[config.mk]
export PLATFORM = sky130hd
export DESIGN_NAME = player_marker_display
export DESIGN_NICKNAME = d
export VERILOG_FILES = /design/src/rtl/player_marker_display.sv
export SDC_FILE = /design/constraint.sdc
export NUM_CORES = 1
export LEC_CHECK = 0
export BUFFER_PORTS_ARGS = -buffer_cell sky130_fd_sc_hd__buf_2
export CAP_MARGIN = 20
export CORE_UTILIZATION = 61
export CTS_CLUSTER_SIZE = 24
export DETAILED_ROUTE_END_ITERATION = 10
export GPL_ROUTABILITY_DRIVEN = 0
export PLACE_DENSITY = 0.95
export SLEW_MARGIN = 30
export SYNTH_ARGS = -nofsm -noshare
export SYNTH_HDL_FRONTEND = slang
export SYNTH_SLANG_ARGS = --single-unit
[constraint.sdc]
create_clock -name clk -period 4.65 [get_ports clk]
set_input_delay 0.6975 -clock clk [delete_from_list [all_inputs] [get_ports clk]]
set_output_delay 0.6975 -clock clk [all_outputs]
set_load 0.03 [all_outputs]
[src/rtl/player_marker_display.sv]
// player_marker_display
//   Draws a SIZE x SIZE marker in colour FG over a flat BG background. The
//   marker is moved by a 4-key bus once per frame, on the first cycle of
//   vertical blanking. The design has one clock domain.
//
//   Compile-time option:
//     MARKER_WRAP_EN  defined   : the marker wraps around at the screen edges
//                     undefined : the marker is clamped at the screen edges (default)
//
//   Ports:
//     clk      pixel clock
//     rst      asynchronous reset, active low
//     start    level input; moves the block from IDLE to RUN
//     keys     {up, down, left, right}; asynchronous held levels, synchronised here
//     h_count  current pixel column from the VGA timing driver
//     v_count  current line from the VGA timing driver
//     rgb      registered pixel colour, one cycle behind h_count/v_count
//     x_pos    left column of the marker
//     y_pos    top line of the marker
//     running  high while in RUN
module player_marker_display #(
   parameter int          H_ACTIVE = 640,
   parameter int          V_ACTIVE = 480,
   parameter int          CW       = 10,
   parameter int          SIZE     = 2,
   parameter int          STEP     = 1,
   parameter logic [23:0] FG       = 24'hFF0000,
   parameter logic [23:0] BG       = 24'hFFFFFF
) (
   input  logic          clk,
   input  logic          rst,
   input  logic          start,
   input  logic [3:0]    keys,
   input  logic [CW-1:0] h_count,
   input  logic [CW-1:0] v_count,
   output logic [23:0]   rgb,
   output logic [CW-1:0] x_pos,
   output logic [CW-1:0] y_pos,
   output logic          running
);

   localparam logic [CW:0]   XMAX   = (CW+1)'(H_ACTIVE - SIZE);
   localparam logic [CW:0]   YMAX   = (CW+1)'(V_ACTIVE - SIZE);
   localparam logic [CW-1:0] XC     = CW'((H_ACTIVE - SIZE) / 2);
   localparam logic [CW-1:0] YC     = CW'((V_ACTIVE - SIZE) / 2);
   localparam logic [CW:0]   H_ACT  = (CW+1)'(H_ACTIVE);
   localparam logic [CW:0]   V_ACT  = (CW+1)'(V_ACTIVE);
   localparam logic [CW:0]   SIZE_W = (CW+1)'(SIZE);
   localparam logic [CW:0]   STEP_W = (CW+1)'(STEP);
   localparam logic [CW:0]   ONE_W  = {{CW{1'b0}}, 1'b1};

   typedef enum logic {S_IDLE, S_RUN} state_e;

   state_e        state_q, state_d;
   logic [CW-1:0] x_q, x_d;
   logic [CW-1:0] y_q, y_d;
   logic [23:0]   rgb_q, rgb_d;
   logic [3:0]    key_s1_q, key_s2_q;

   logic [CW:0]   h_e, v_e, x_e, y_e;
   logic          frame_tick;
   logic          active, in_marker;

   // One axis move. inc/dec together cancel. Arithmetic is done CW+1 bits wide,
   // so p+STEP never overflows before the compare against pmax.
   function automatic logic [CW-1:0] next_pos(input logic [CW-1:0] p,
                                              input logic          inc,
                                              input logic          dec,
                                              input logic [CW:0]   pmax);
      logic [CW:0] pe, sum, res;
      pe  = {1'b0, p};
      sum = pe + STEP_W;
      res = pe;
      if (inc && !dec) begin
`ifdef MARKER_WRAP_EN
         if (sum > pmax) res = sum - (pmax + ONE_W);
         else            res = sum;
`else
         if (sum > pmax) res = pmax;
         else            res = sum;
`endif
      end else if (dec && !inc) begin
`ifdef MARKER_WRAP_EN
         if (pe < STEP_W) res = pe + (pmax + ONE_W) - STEP_W;
         else             res = pe - STEP_W;
`else
         if (pe < STEP_W) res = '0;
         else             res = pe - STEP_W;
`endif
      end
      return res[CW-1:0];
   endfunction

   assign h_e = {1'b0, h_count};
   assign v_e = {1'b0, v_count};
   assign x_e = {1'b0, x_q};
   assign y_e = {1'b0, y_q};

   assign frame_tick = (h_count == '0) && (v_e == V_ACT);
   assign active     = (h_e < H_ACT) && (v_e < V_ACT);
   assign in_marker  = (h_e >= x_e) && (h_e < x_e + SIZE_W) &&
                       (v_e >= y_e) && (v_e < y_e + SIZE_W);

   always_comb begin
      state_d = state_q;
      x_d     = x_q;
      y_d     = y_q;
      rgb_d   = '0;
      case (state_q)
         S_IDLE: begin
            x_d = XC;
            y_d = YC;
            if (start) state_d = S_RUN;
         end
         S_RUN: begin
            // keys: [3]=up, [2]=down, [1]=left, [0]=right
            if (frame_tick) begin
               x_d = next_pos(x_q, key_s2_q[0], key_s2_q[1], XMAX);
               y_d = next_pos(y_q, key_s2_q[2], key_s2_q[3], YMAX);
            end
         end
         default: state_d = S_IDLE;
      endcase
      if (active) begin
         if ((state_q == S_RUN) && in_marker) rgb_d = FG;
         else                                 rgb_d = BG;
      end
   end

   always_ff @(posedge clk or negedge rst) begin
      if (!rst) begin
         state_q  <= S_IDLE;
         x_q      <= XC;
         y_q      <= YC;
         rgb_q    <= '0;
         key_s1_q <= '0;
         key_s2_q <= '0;
      end else begin
         state_q  <= state_d;
         x_q      <= x_d;
         y_q      <= y_d;
         rgb_q    <= rgb_d;
         key_s1_q <= keys;
         key_s2_q <= key_s1_q;
      end
   end

   assign rgb     = rgb_q;
   assign x_pos   = x_q;
   assign y_pos   = y_q;
   assign running = (state_q == S_RUN);

endmodule

==> key figures, run 1 <==
Outcome
  • Status: finished clean

Synthesis
  • Predominant post-synthesis flop cell: dfrtp_1
  • Synth async-reset ratio: 100%
  • Syn. warnings: 0
  • Post-synth EDFFs: 0
  • Yosys reg bits: 31
  • Yosys cell types: between 60 and 70
  • Syn Area/Cell: 8.18 sq um
  • Post-Synthesis Cells: around 440
  • Post-Syn Area: 0.00361 sq mm
  • Seq/Total Area, Yosys: a little over a fifth
  • Syn nets: 519

Power and ir drop
  • LEAKAGE: about 0.0019 uW
  • Pint: 541 uW
  • P_sw: 204 uW
  • Net Sw Frac: roughly 27%
  • Sequential power share: ~38%
  • Worst vdd ir: 235 uV
  • PwrDens: 190 mW/mm^2
  • Logic gate share of total power: between 10% and 20%
  • Clk pwr share: a little over two fifths

Placement
  • IO Port Bufs: about 70
  • DP HPWL: 7.17 mm

Clocking
  • CTS tree: yes
  • Maximum buffer depth of the clock tree: 2
  • Clock-pin slew on the worst setup and hold paths: 0.07 ns
  • Root Buffer: clkbuf_8
  • Clock Sinks: 31
  • # resized after CTS: 0
  • Hold_buf cts: 0
  • Setup Buffers After CTS: 0
  • Clock latency on the worst-skew pair: between 0.2 and 0.3 ns
  • Num CTS Buffers: 5
  • H-tree depth: 2

GRT
  • Number of global-route vias before repair: between 3k and 4k
  • Pin count of the biggest net entering global routing: 32
  • Gr ovfl total: 0
  • Global Route Usage Sum: 32.3%
  • Antenna violations before repair: 0
  • First-pass GRT wire length: approximately 16 mm

Floorplanning
  • Starting Density: 64.3%
  • Placement row count: 27
  • Area of the core: 0.00561 sq mm
  • Die W: just under 80 um
  • Total Die Area: just over 0.006 sq mm
  • I/O pin count: 72
  • Die H: between 70 and 80 um

Routing
  • Drt via density: ~6.7
  • Routed length per instance: between 15 and 20 um
  • First-pass DRT Iterations: 5
  • DRC viols: 0
  • Post-DRT Antenna Nets: 0
  • Routed WL: ~9.6 mm
  • DR iter-0 viols: 510
  • Routed vias: roughly 3.7k

Final layout
  • Commonest non-fill, non-tap cell in the layout: buf_2
  • Nets: between 500 and 600
  • Diodes inserted: 0
  • Ratio of cells with drive above 1 in the final layout: between 20% and 30%
  • P&R area growth vs syn: 9.02%
  • Most frequent cells in the layout: buf_2, ha_1, nand2_1, a21oi_1, inv_1

STA
  • FMAX: between 300 and 400 MHz
  • Hold_ws: roughly 0.34 ns
  • Slew HR: between 50 and 60%
  • Max Transition Viols Final: 0
  • Final Cycle Share: slightly above 60%
  • Crit path time final: about 2.9 ns
  • Setup-failing EPs final: 0
  • RSZ-0062 raised after global routing: no
  • Setup TNS: 0 ns
  • Final Hold Fails: 0
  • Slew of the pin with the lowest slew margin: 0.686 ns
  • Clk_skew: just under 0.007 ns

Worst setup path
  • Crit Path Max Fanout: 15
  • Worst Setup Path Type: register to register
  • Critical path endpoint category: register
  • Critical Path Source Type: register
  • CP arrival: 3.07 ns
  • CP required: a little under 5 ns

Flow run
  • Max-cap violations: 0

Min path
  • Hold Path Class: register to register
[metrics by stage]
stage          utilization (%)  power, uW  setup slack, ns  cells  instance area (sq um)
2_1_floorplan                -        398             1.75    441                   3610
3_3_place_gp              67.7        425             1.92    543                   3800
3_5_place_dp              67.7        431             1.77    543                   3800
4_1_cts                   70.1        744             1.77    551                   3930
5_1_grt                   70.1        774             1.57    551                   3930
6_report                  70.1        745             1.75    551                   3930
[routing by layer]
layer,vias to the layer above,GRT usage [%],part of all wire (%)
met2,254,55.2,47
met5,-,0,0
met4,0,10.4,2.4
met1,1724,41.7,41
met3,42,4.94,9.0
li1,1683,-,-
[path summary, 6_finish.rpt]
| kind | startpoint | end | slack (ns) | cells past startpoint |
|---|---|---|---|---|
| min | key_s1_q[0] | key_s2_q[0] | 0.34 | 0 |
| max in group asynchronous | rst | key_s2_q[3] | 3.75 | 1 |
| max reg2reg | x_pos[3] | rgb[15] | 1.75 | 8 |
| min reg2reg | key_s1_q[0] | key_s2_q[0] | 0.34 | 0 |
| max | x_pos[3] | rgb[15] | 1.75 | 8 |
| min in group asynchronous | rst | rgb[22] | 0.45 | 1 |
[final cells by class]
type | instances | area (sq um)
well taps | 72 | 90.1
fillers | 440 | 1680
flip-flops and latches | 31 | 793
repair buffers | 71 | 355
clock inverters | 2 | 60.1
multi-input cells | 342 | 2460
inverters | 27 | 101
clock buffers | 6 | 72.6
[power by group through the flow]
| stage | clock, uW | sequential (uW) | combinational, uW |
|---|---|---|---|
| 2_1_floorplan | 0 | 289 | 109 |
| 3_3_place_gp | 0 | 286 | 139 |
| 3_5_place_dp | 0 | 287 | 145 |
| 4_1_cts | 316 | 282 | 146 |
| 5_1_grt | 330 | 284 | 161 |
| 6_report | 315 | 282 | 148 |
[cell usage after synthesis (4+ instances only)]
cell | count | area (sq um)
a211oi_1 | 4 | 30.0
a21o_1 | 5 | 37.5
a21oi_1 | 30 | 150
a31oi_1 | 9 | 56.3
buf_2 | 6 | 30.0
buf_4 | 23 | 173
clkbuf_1 | 11 | 41.3
dfrtp_1 | 17 | 425
dfstp_2 | 14 | 368
ha_1 | 51 | 638
inv_1 | 26 | 97.6
nand2_1 | 35 | 131
nand3_1 | 20 | 100
nand4_1 | 11 | 68.8
nor2_1 | 22 | 82.6
nor2b_1 | 10 | 62.6
nor3_1 | 10 | 50.1
o211ai_1 | 4 | 30.0
o21a_1 | 7 | 52.6
o21ai_0 | 15 | 75.1
o21ai_1 | 12 | 60.1
o22ai_1 | 10 | 62.6
or3_1 | 5 | 31.3
xnor2_1 | 19 | 166
[cells by family after synthesis]
kind of cell    count (synthesis)  share of synthesized area (%)
simple gates                  140                           21.5
xor+xnor                       21                           5.10
buf+inv                        68                           9.89
fa+ha+maj                      51                           17.7
flops                          31                           22.0
mux                             2                          0.590
compound gates                128                           23.2
[flip-flops by register name, indices dropped and copies added (netlist names)]
register,cells
x_pos,10
y_pos,10
key_s1_q,4
key_s2_q,4
rgb,2
running,1
[critical path, cell delays in order, from the launching register on]
cell and delay [ns]:
dfstp_2 0.70, nand3_1 0.19, or3_1 0.40, nor3_1 0.21, xnor2_1 0.15, ha_1 0.26
a2111oi_0 0.43, a21oi_1 0.13, o31a_1 0.31
Note: power is estimated with default switching activity, not from simulation.
==> inputs of run 2 (changes only) <==
Settings changed: CORE_UTILIZATION 61 to 51, PLACE_DENSITY 0.95 to 0.87.
Clock period 4.65 ns to 2.4 ns, I/O delays scaled along.
==> key figures, run 2 (synthesized netlist as in run 1, its figures left out) <==
Outcome
  • Status: complete, but fails checks
  • Failing checks: negative setup slack

Power and ir drop
  • LEAKAGE: 0.00218 uW (+17%)
  • Net Sw Frac: 32.2% (+4.8 points)
  • Sequential power share: 41.6% (+3.7 points)
  • P_sw: 422 uW (+110%)
  • Worst vdd ir: 253 uV (+7.6%)
  • Pint: 887 uW (+64%)
  • Clk pwr share: 33.6% (-8.7 points)
  • Logic gate share of total power: 24.8% (+5.0 points)
  • Power, Total: 1310 uW (+76%)
  • PwrDens: 280 mW/mm^2 (+48%)

STA
  • Setup-failing EPs final: 12 (+12)
  • Slew of the pin with the lowest slew margin: 0.740 ns (+0.0544 ns)
  • Clk_skew: 0.0108 ns (+0.00399 ns)
  • Final Cycle Share: 109% (+46 points)
  • RSZ-0062 raised after global routing: yes
  • Final setup margin: -0.205 ns (-1.96 ns)
  • Final Hold Fails: 0 (unchanged)
  • Slew HR: 50.7% (-3.6 points)
  • Max Transition Viols Final: 0 (unchanged)
  • FMAX: 384 MHz (+11%)
  • Crit path time final: 2.61 ns (-0.293 ns)

Flow run
  • Max-cap violations: 0 (unchanged)

Clocking
  • Clock latency on the worst-skew pair: 0.28 ns (about the same)
  • Root Buffer: clkbuf_8
  • Clock-pin slew on the worst setup and hold paths: 0.07 ns (about the same)
  • Clock Sinks: 31 (unchanged)
  • Maximum buffer depth of the clock tree: 2 (unchanged)
  • H-tree depth: 2 (unchanged)
  • CTS tree: yes
  • Num CTS Buffers: 5 (unchanged)

Min path
  • Hold Path Class: primary input to asynchronous set/reset pin

Routing
  • DRC viols: 0 (unchanged)
  • Routed vias: 4108 (+11%)
  • DR iter-0 viols: 537 (+5.3%)
  • First-pass DRT Iterations: 7 (+2)
  • Routed WL: 11.5 mm (+20%)
  • Routed length per instance: 18.0 um (+3.4%)
  • Post-DRT Antenna Nets: 0 (unchanged)
  • Drt via density: 6.40 (-4.8%)

GRT
  • Antenna violations before repair: 0 (unchanged)
  • Global Route Usage Sum: 28.5% (-3.8 points)
  • Gr ovfl total: 0 (unchanged)
  • Number of global-route vias before repair: 3656 (+4.2%)
  • First-pass GRT wire length: 17.0 mm (+4.8%)
  • Pin count of the biggest net entering global routing: 32 (unchanged)

Worst setup path
  • Crit path launch: x_pos[4]
  • Reg2reg path depth: 11 (+3)
  • CP required: 2.58 ns (-2.24 ns)
  • Critical path, cell by cell: inv_1 -> buf_4 -> nor2_2 -> nand4_1 -> xnor2_1 -> ha_1 -> o21a_1 -> o21a_1 -> o22ai_1 -> a21oi_1 -> o31a_1
  • Critical Path Source Type: register
  • End of the critical path: rgb[15]
  • Crit Reg-Reg Startpoint: x_pos[4]
  • R2r setup slk: -0.21 ns (-1.96 ns)
  • Worst Setup Path Type: register to register
  • CP arrival: 2.78 ns (-0.29 ns)
  • Crit Path Max Fanout: 4 (-11)
  • Most used cell, CP: o21a_1
  • Reg2reg end: rgb[15]
  • Crit path largest cell delay: 0.53 ns (-0.17 ns)
  • CP max-delay cell: dfstp_2
  • Critical path endpoint category: register

Final layout
  • Nets: 623 (+12%)
  • P&R area growth vs syn: 29.4%
  • Commonest non-fill, non-tap cell in the layout: buf_2
  • Diodes inserted: 0 (unchanged)
  • Post-Layout Cell Count: 642 (+17%)
  • Most frequent cells in the layout: buf_2, buf_4, ha_1, nand2_1, a21oi_1
  • Final Cell Area: 0.00467 sq mm (+19%)
  • Ratio of cells with drive above 1 in the final layout: 37.7% (+16 points)

Placement
  • Area post-placement: 0.00426 sq mm (+12%)
  • Cell count after placement: 621 (+14%)
  • IO Port Bufs: 71 (unchanged)
  • DP HPWL: 7.77 mm (+8.3%)
  • Dpl ws: -0.122 ns (-1.90 ns)

Floorplanning
  • Total Die Area: 0.00741 sq mm (+19%)
  • Starting Density: 53.1% (-11 points)
  • Die H: 86.1 um (+9.1%)
  • Area of the core: 0.00679 sq mm (+21%)
  • I/O pin count: 72 (unchanged)
  • Die W: 86.1 um (+9.1%)
  • Placement row count: 30 (+11%)
run 2: how the worst min path moves through the flow:
stage	start	to	slack, ns	cells past startpoint
2_1_floorplan	rst	key_s1_q[0]	0.06	0
3_3_place_gp	key_s1_q[0]	key_s2_q[0]	0.33	0
3_5_place_dp	key_s1_q[1]	key_s2_q[1]	0.33	0
4_1_cts	rst	rgb[15]	0.16	1
5_1_grt	keys[0]	key_s1_q[0]	0.17	1
6_report	rst	rgb[22]	0.13	1
run 2: stage by stage:
step           hold WS (ns)  util, %  setup TNS (ns)
2_1_floorplan        0.0644        -          -0.261
3_3_place_gp          0.333     62.7         -0.0441
3_5_place_dp          0.335     62.7          -0.348
4_1_cts               0.158     65.6          -0.102
5_1_grt               0.171     68.7           -1.74
6_report              0.133     68.7          -0.600
run 2: final cells by class:
class                      count  area (sq um)
inverter                      27           101
fill                         446          2130
tap                           96           120
multi-input combinational    342          2690
clock buffer                   7          86.3
timing repair buffer         138           866
clock inverter                 1          5.00
sequential                    31           793
run 2: power groups by stage:
stage	clock network, uW	registers (uW)	logic (uW)
final	440	544	325
after global routing	472	546	350
after CTS	443	544	308
after detailed placement	0	553	300
after global placement	0	552	291
after floorplan	0	560	213
run 2: critical path, delay by kind of cell, from the launching register on:
family / cells / cell delay [ns]
AOI/OAI and AO/OA: 5 / 0.85
DFF: 1 / 0.53
and+or+nand+nor: 2 / 0.33
xor gates and xnor gates: 1 / 0.31
adders and majority gates: 1 / 0.28
buffers and inverters: 2 / 0.20
run 2: routing by layer:
| metal | wire [um] | global-route usage [%] | up-vias |
|---|---|---|---|
| met1 | 4510 | 37.9 | 1893 |
| met5 | 0 | 0 | - |
| met2 | 5320 | 46.5 | 310 |
| li1 | - | - | 1827 |
| met3 | 1090 | 4.72 | 78 |
| met4 | 610 | 10.8 | 0 |
run 2: timing repair:
action / 4_1_cts / 5_1_grt
hold buffers: 0 / 0
pin swaps: 7 / 15
buffers inserted: 5 / 8
gates resized for setup: 15 / 29
hold endpoints to repair: 0 / 0
setup endpoints to repair: 5 / 21
